--- config.mk ---
export PLATFORM = sky130hd
export DESIGN_NAME = qsn_shift_scheduler_len15
export DESIGN_NICKNAME = d
export VERILOG_FILES = /design/src/rtl/qsn_shift_scheduler_len15.sv
export SDC_FILE = /design/constraint.sdc
export NUM_CORES = 1
export LEC_CHECK = 0
export ABC_AREA = 1
export CORE_UTILIZATION = 35
export CTS_BUF_LIST = sky130_fd_sc_hd__clkbuf_2 sky130_fd_sc_hd__clkbuf_4 sky130_fd_sc_hd__clkbuf_8
export DETAILED_ROUTE_END_ITERATION = 10
export HOLD_SLACK_MARGIN = 0.12
export PLACE_DENSITY_LB_ADDON = 0.05
export SLEW_MARGIN = 30
export SYNTH_ARGS = -nofsm -noshare
export SYNTH_HDL_FRONTEND = slang
export SYNTH_SLANG_ARGS = --single-unit
--- constraint.sdc ---
create_clock -name sys_clk -period 7.4 [get_ports sys_clk]
set_input_delay 1.11 -clock sys_clk [delete_from_list [all_inputs] [get_ports sys_clk]]
set_output_delay 1.11 -clock sys_clk [all_outputs]
set_load 0.02 [all_outputs]
--- src/rtl/qsn_shift_scheduler_len15.sv ---
// Shift-table scheduler for a length-15 QSN: walks a layer/column table and emits decoded shifter controls.
// Optional macro QSN_SCHED_SKIP_NULL_EN: null circulants are skipped instead of issued.
module qsn_shift_scheduler_len15 #(
   parameter  int COL_NUM   = 10,
   parameter  int LAYER_NUM = 3,
   localparam int DEPTH     = COL_NUM * LAYER_NUM,
   localparam int AW        = (DEPTH > 1) ? $clog2(DEPTH) : 1,
   localparam int CW        = (COL_NUM > 1) ? $clog2(COL_NUM) : 1,
   localparam int LW        = (LAYER_NUM > 1) ? $clog2(LAYER_NUM) : 1
) (
   input  logic          sys_clk,
   input  logic          rstn,
   input  logic          cfg_we,
   input  logic [AW-1:0] cfg_addr,
   input  logic [3:0]    cfg_data,
   input  logic          start,
   input  logic          shift_ready,
   output logic          shift_valid,
   output logic [3:0]    shift_factor,
   output logic          shift_null,
   output logic [CW-1:0] col_idx,
   output logic [LW-1:0] layer_idx,
   output logic [3:0]    left_sel,
   output logic [3:0]    right_sel,
   output logic [13:0]   merge_sel,
   output logic          busy,
   output logic          done
);

`ifdef QSN_SCHED_SKIP_NULL_EN
   localparam logic SKIP_NULL = 1'b1;
`else
   localparam logic SKIP_NULL = 1'b0;
`endif

   typedef enum logic [1:0] {IDLE = 2'd0, RUN = 2'd1, DONE = 2'd2} state_t;

   state_t        state;
   logic [3:0]    table_mem [DEPTH];
   logic [CW-1:0] nxt_col;
   logic [LW-1:0] nxt_layer;
   logic [AW-1:0] rd_addr;
   logic [3:0]    rd_data;
   logic          nxt_null;
   logic          nxt_valid;
   logic [21:0]   nxt_dec;
   logic          adv;
   logic          last;

   // Selects for shift s: left=s, right=15-s, merge has (15-s) low ones; 0 and null decode to all zero.
   function automatic logic [21:0] qsn_decode(input logic [3:0] s);
      logic [3:0]  r;
      logic [14:0] m;
      r = 4'd0;
      m = 15'd0;
      if (s == 4'd0 || s == 4'hF) begin
         qsn_decode = 22'd0;
      end else begin
         r = 4'd15 - s;
         m = (15'd1 << r) - 15'd1;
         qsn_decode = {s, r, m[13:0]};
      end
   endfunction

   // Next entry index and its table contents; outside RUN this is entry 0 for the pass start.
   always_comb begin
      nxt_col   = '0;
      nxt_layer = '0;
      if (state == RUN) begin
         if (col_idx == CW'(COL_NUM - 1)) begin
            nxt_col   = '0;
            nxt_layer = layer_idx + LW'(1);
         end else begin
            nxt_col   = col_idx + CW'(1);
            nxt_layer = layer_idx;
         end
      end else begin
         nxt_col   = '0;
         nxt_layer = '0;
      end
      rd_addr = AW'(nxt_layer) * AW'(COL_NUM) + AW'(nxt_col);
      if ({1'b0, rd_addr} < (AW + 1)'(DEPTH)) begin
         rd_data = table_mem[rd_addr];
      end else begin
         rd_data = 4'h0;
      end
      nxt_null  = (rd_data == 4'hF);
      nxt_valid = !(SKIP_NULL && nxt_null);
      nxt_dec   = qsn_decode(rd_data);
      // A skipped (invalid) cycle in RUN advances on its own.
      adv  = (state == RUN) && (shift_valid ? shift_ready : 1'b1);
      last = (col_idx == CW'(COL_NUM - 1)) && (layer_idx == LW'(LAYER_NUM - 1));
   end

   // Shift table: writable only while idle.
   always_ff @(posedge sys_clk or negedge rstn) begin
      if (!rstn) begin
         for (int i = 0; i < DEPTH; i++) begin
            table_mem[i] <= 4'h0;
         end
      end else if (cfg_we && (state == IDLE) && ({1'b0, cfg_addr} < (AW + 1)'(DEPTH))) begin
         table_mem[cfg_addr] <= cfg_data;
      end
   end

   // Pass sequencing with fully registered outputs.
   always_ff @(posedge sys_clk or negedge rstn) begin
      if (!rstn) begin
         state        <= IDLE;
         shift_valid  <= 1'b0;
         shift_factor <= 4'h0;
         shift_null   <= 1'b0;
         col_idx      <= '0;
         layer_idx    <= '0;
         {left_sel, right_sel, merge_sel} <= 22'd0;
         busy         <= 1'b0;
         done         <= 1'b0;
      end else begin
         case (state)
            IDLE: begin
               done <= 1'b0;
               if (start) begin
                  state        <= RUN;
                  busy         <= 1'b1;
                  shift_valid  <= nxt_valid;
                  shift_factor <= rd_data;
                  shift_null   <= nxt_null;
                  col_idx      <= nxt_col;
                  layer_idx    <= nxt_layer;
                  {left_sel, right_sel, merge_sel} <= nxt_dec;
               end
            end
            RUN: begin
               if (adv) begin
                  if (last) begin
                     state        <= DONE;
                     done         <= 1'b1;
                     shift_valid  <= 1'b0;
                     shift_factor <= 4'h0;
                     shift_null   <= 1'b0;
                     col_idx      <= '0;
                     layer_idx    <= '0;
                     {left_sel, right_sel, merge_sel} <= 22'd0;
                  end else begin
                     shift_valid  <= nxt_valid;
                     shift_factor <= rd_data;
                     shift_null   <= nxt_null;
                     col_idx      <= nxt_col;
                     layer_idx    <= nxt_layer;
                     {left_sel, right_sel, merge_sel} <= nxt_dec;
                  end
               end
            end
            DONE: begin
               state <= IDLE;
               busy  <= 1'b0;
               done  <= 1'b0;
            end
            default: begin
               state       <= IDLE;
               busy        <= 1'b0;
               done        <= 1'b0;
               shift_valid <= 1'b0;
            end
         endcase
      end
   end

endmodule
==> flow_summary.toml <==
[logic_synthesis]
syn_inst = 978
synth_fa_ha_area_share_pct = 1.38
yosys.area_share.simple_pct = 31.1
synth-edff-count = 0
synthMuxAreaShare_pct = 0
synth_cell_types = 37
synth_top_area_share_pct = 50.7
synth_compound_area_share_pct = 10.7
synth-seq-cells = 158
synth_area_um2 = 7790
synth_top_family_by_area = "simple AND/OR/NAND/NOR gates"
ys_top_cells_by_area = "dfrtp_1, nand2_1, nand3_1"
yosysTopAreaCell = "dfrtp_1"
synth_fp_nets = 1000
avgSynthCellArea_um2 = 7.97
yosysSeqAreaShare_pct = 50.7
ys_warn_count = 0
ys.flop_type = "dfrtp_1"
synth_xor_area_share_pct = 0.546
synthArstFlopShare_pct = 100

[timing]
tns_ns = 0
period_needed_ns = 5.74
rsz0062_at_grt = "no"
fmax_ghz = 0.174
slew_viol_final = 0
finClkSkew_ns = 0.0142
tightest_slew_ns = 0.938
fin_crit_sh_pct = 77.6
slew_headroom_pct = 37.5
hold_viol = 0
setup_viol = 0

[drt]
wl_um = 22100
drt-pass1-iter-count = 5
drt_iter0_drc = 516
final_antenna_net_count = 0
routed.top_layer = "met4"
met3_length_um = 547
drc = 0
routed_via_density = 5.01
vias = 6557
avgRoutedWirePerCell_um = 16.9
wl_met2_um = 10200
wl_met1_um = 11000

[clock_tree]
post_cts_buffers = 0
cts_hold_buf = 0
htree_levels = 4
clk_pin_slew_ns = 0.09
cts_buffer_depth = 2
root_buffer = "clkbuf_8"
clock-sinks = 158
clkLatencyLatePin_ns = 0.47
cts_resized = 0
cts_buffers = 17
cts_tree = "built"

[die]
die_h_um = 151
die_x_um = 151
num_rows = 54
die-area_um2 = 22900
coreArea_um2 = 21800
num_io_pins = 50
start_util_pct = 35.7

[outcome]
outcome = "completed"

[critical_path]
reg2reg_to = "merge_sel[10]$_DFFE_PN0P_"
crit_type = "reg -> reg"
cp_slowest_cell = "nand3_2"
slowest_delay_ns = 0.72
critPathMaxFanout = 40
critPathTopFamily = "simple AND/OR/NAND/NOR gates"
cpMostUsedCell = "nand2_1"
cp_data_required_time_ns = 7.76
r2r_start = "col_idx[0]$_DFFE_PN0P_"
cp-start-kind = "flop"
end_kind = "flop"
crit_arrival_ns = 6.11
r2r_cells = 23
worst-path-stages = 23
critPathBufInv = 2
reg2reg_slack_ns = 1.66
crit_path_cell_trace = "ha_1, nand3_2, o21ai_0, a21oi_1, ha_1, fa_1, clkinv_1, nor2_2, o21a_1, o21ai_0, nand2_1, nand2_1, nand3_1, nand2_2, nor2_2, nand2_4, ha_1, inv_1, nor2_2, nand3_1, nand2_1, nand2_1, nand2_1"

[min_path]
hold_start = "busy$_DFFE_PN0P_"
hold_end = "busy$_DFFE_PN0P_"
hold_class = "reg -> reg"
holdPathStages = 2

[grt]
groute.usage.overall_pct = 21.1
grt_pass1_vias = 6380
grt_overflow = 0
grt_max_degree = 93
grt_pass1_wl_um = 36100
antenna_found_initial = 1

[final_layout]
antenna_cells = 0
areaGrowthSynthToFinish_pct = 14.7
final_nets = 1037
layout-drive-gt1-share_pct = 7.68
fillCellCount = 2257

[place]
port-buffer-count = 49
gp_congestion = 0.808
dpl.hpwl_um = 14500

[flow_run]
drv_cap = 0
## through the flow
step                utilization, %  hold slack (ns)  instances  setup WS (ns)  instance area, µm²
floorplan                        -            0.444        978           3.22                7790
global placement              38.9            0.461       1276           1.75                8480
detailed placement            38.9            0.464       1276           1.67                8480
CTS                           40.9            0.489       1308           1.66                8930
global route                  40.9            0.506       1308           1.07                8940
finish                        40.9            0.483       1308           1.66                8940
## synth_stat cells, types with 5 or more instances
cell type / count
nand3b_1: 5
nor2_1: 35
nor2_4: 5
nand3_1: 144
a21oi_1: 6
buf_2: 11
dfrtp_1: 158
nand2_4: 5
o21ai_0: 140
nand2_1: 327
o21ai_1: 8
inv_1: 48
ha_1: 7
inv_2: 7
clkbuf_1: 16
nor3_1: 9
nand2_2: 6
buf_6: 5
## registers in the layout, indices dropped and copies added (netlist names)
name / count
state: 2
shift_null: 1
left_sel: 4
col_idx: 4
merge_sel: 14
right_sel: 4
done: 1
table_mem: 120
layer_idx: 2
shift_factor: 4
busy: 1
shift_valid: 1
## layout make-up
cell class	count	area [µm²]	share of cell area, %
clock buffer	18	241	2.70
clock inverter	14	204	2.28
inverter	58	220	2.46
multi-input combinational	723	3410	38.1
sequential	158	3950	44.2
tap	280	350	3.92
timing repair buffer	57	558	6.24
## cell families after synthesis
kind of cell               after synthesis
AOI/OAI and AO/OA                      161
and+or+nand+nor                        550
buffers and inverters                   97
xor gates and xnor gates                 4
DFF                                    158
adders and majority gates                8
## cells in the final DEF, fill, tap and decap left out, types with 5 or more instances in the layout
cell / instances
nor2_1: 35
ha_1: 7
inv_1: 47
nand3b_1: 5
o21ai_1: 8
nor2_4: 5
nand2_1: 327
nand2_4: 5
buf_4: 7
nand2_2: 6
clkdlybuf4s50_1: 48
dfrtp_1: 158
clkbuf_8: 18
nand3_1: 144
o21ai_0: 140
nor3_1: 9
inv_6: 5
inv_2: 8
a21oi_1: 6
## worst reg2reg max path, cell delays in order (launching register included)
cell and delay [ns]:
dfrtp_1 0.49, ha_1 0.23, nand3_2 0.72, o21ai_0 0.44, a21oi_1 0.13, ha_1 0.28
fa_1 0.72, clkinv_1 0.58, nor2_2 0.46, o21a_1 0.18, o21ai_0 0.07, nand2_1 0.10
nand2_1 0.06, nand3_1 0.09, nand2_2 0.17, nor2_2 0.21, nand2_4 0.09, ha_1 0.22
inv_1 0.11, nor2_2 0.07, nand3_1 0.08, nand2_1 0.06, nand2_1 0.05, nand2_1 0.04
## worst max-delay path by stage
stage / slack [ns] / startpoint / end
2_1_floorplan: 3.22 / col_idx[0]$_DFFE_PN0P_ / merge_sel[8]$_DFFE_PN0P_
5_1_grt: 1.07 / col_idx[0]$_DFFE_PN0P_ / merge_sel[10]$_DFFE_PN0P_
3_3_place_gp: 1.75 / col_idx[0]$_DFFE_PN0P_ / merge_sel[6]$_DFFE_PN0P_
4_1_cts: 1.66 / col_idx[0]$_DFFE_PN0P_ / merge_sel[8]$_DFFE_PN0P_
6_report: 1.66 / col_idx[0]$_DFFE_PN0P_ / merge_sel[10]$_DFFE_PN0P_
3_5_place_dp: 1.67 / col_idx[0]$_DFFE_PN0P_ / merge_sel[8]$_DFFE_PN0P_
## metal layers
layer / vias to the layer above / global-route usage [%]
li1: 3290 / -
met4: 0 / 6.45
met2: 101 / 32.9
met3: 22 / 3.07
met1: 3144 / 30.2
met5: - / 0
Power is left out: the tool's default activity adds up to more than one toggle a clock period on the data nets, which glitch-free logic cannot reach.
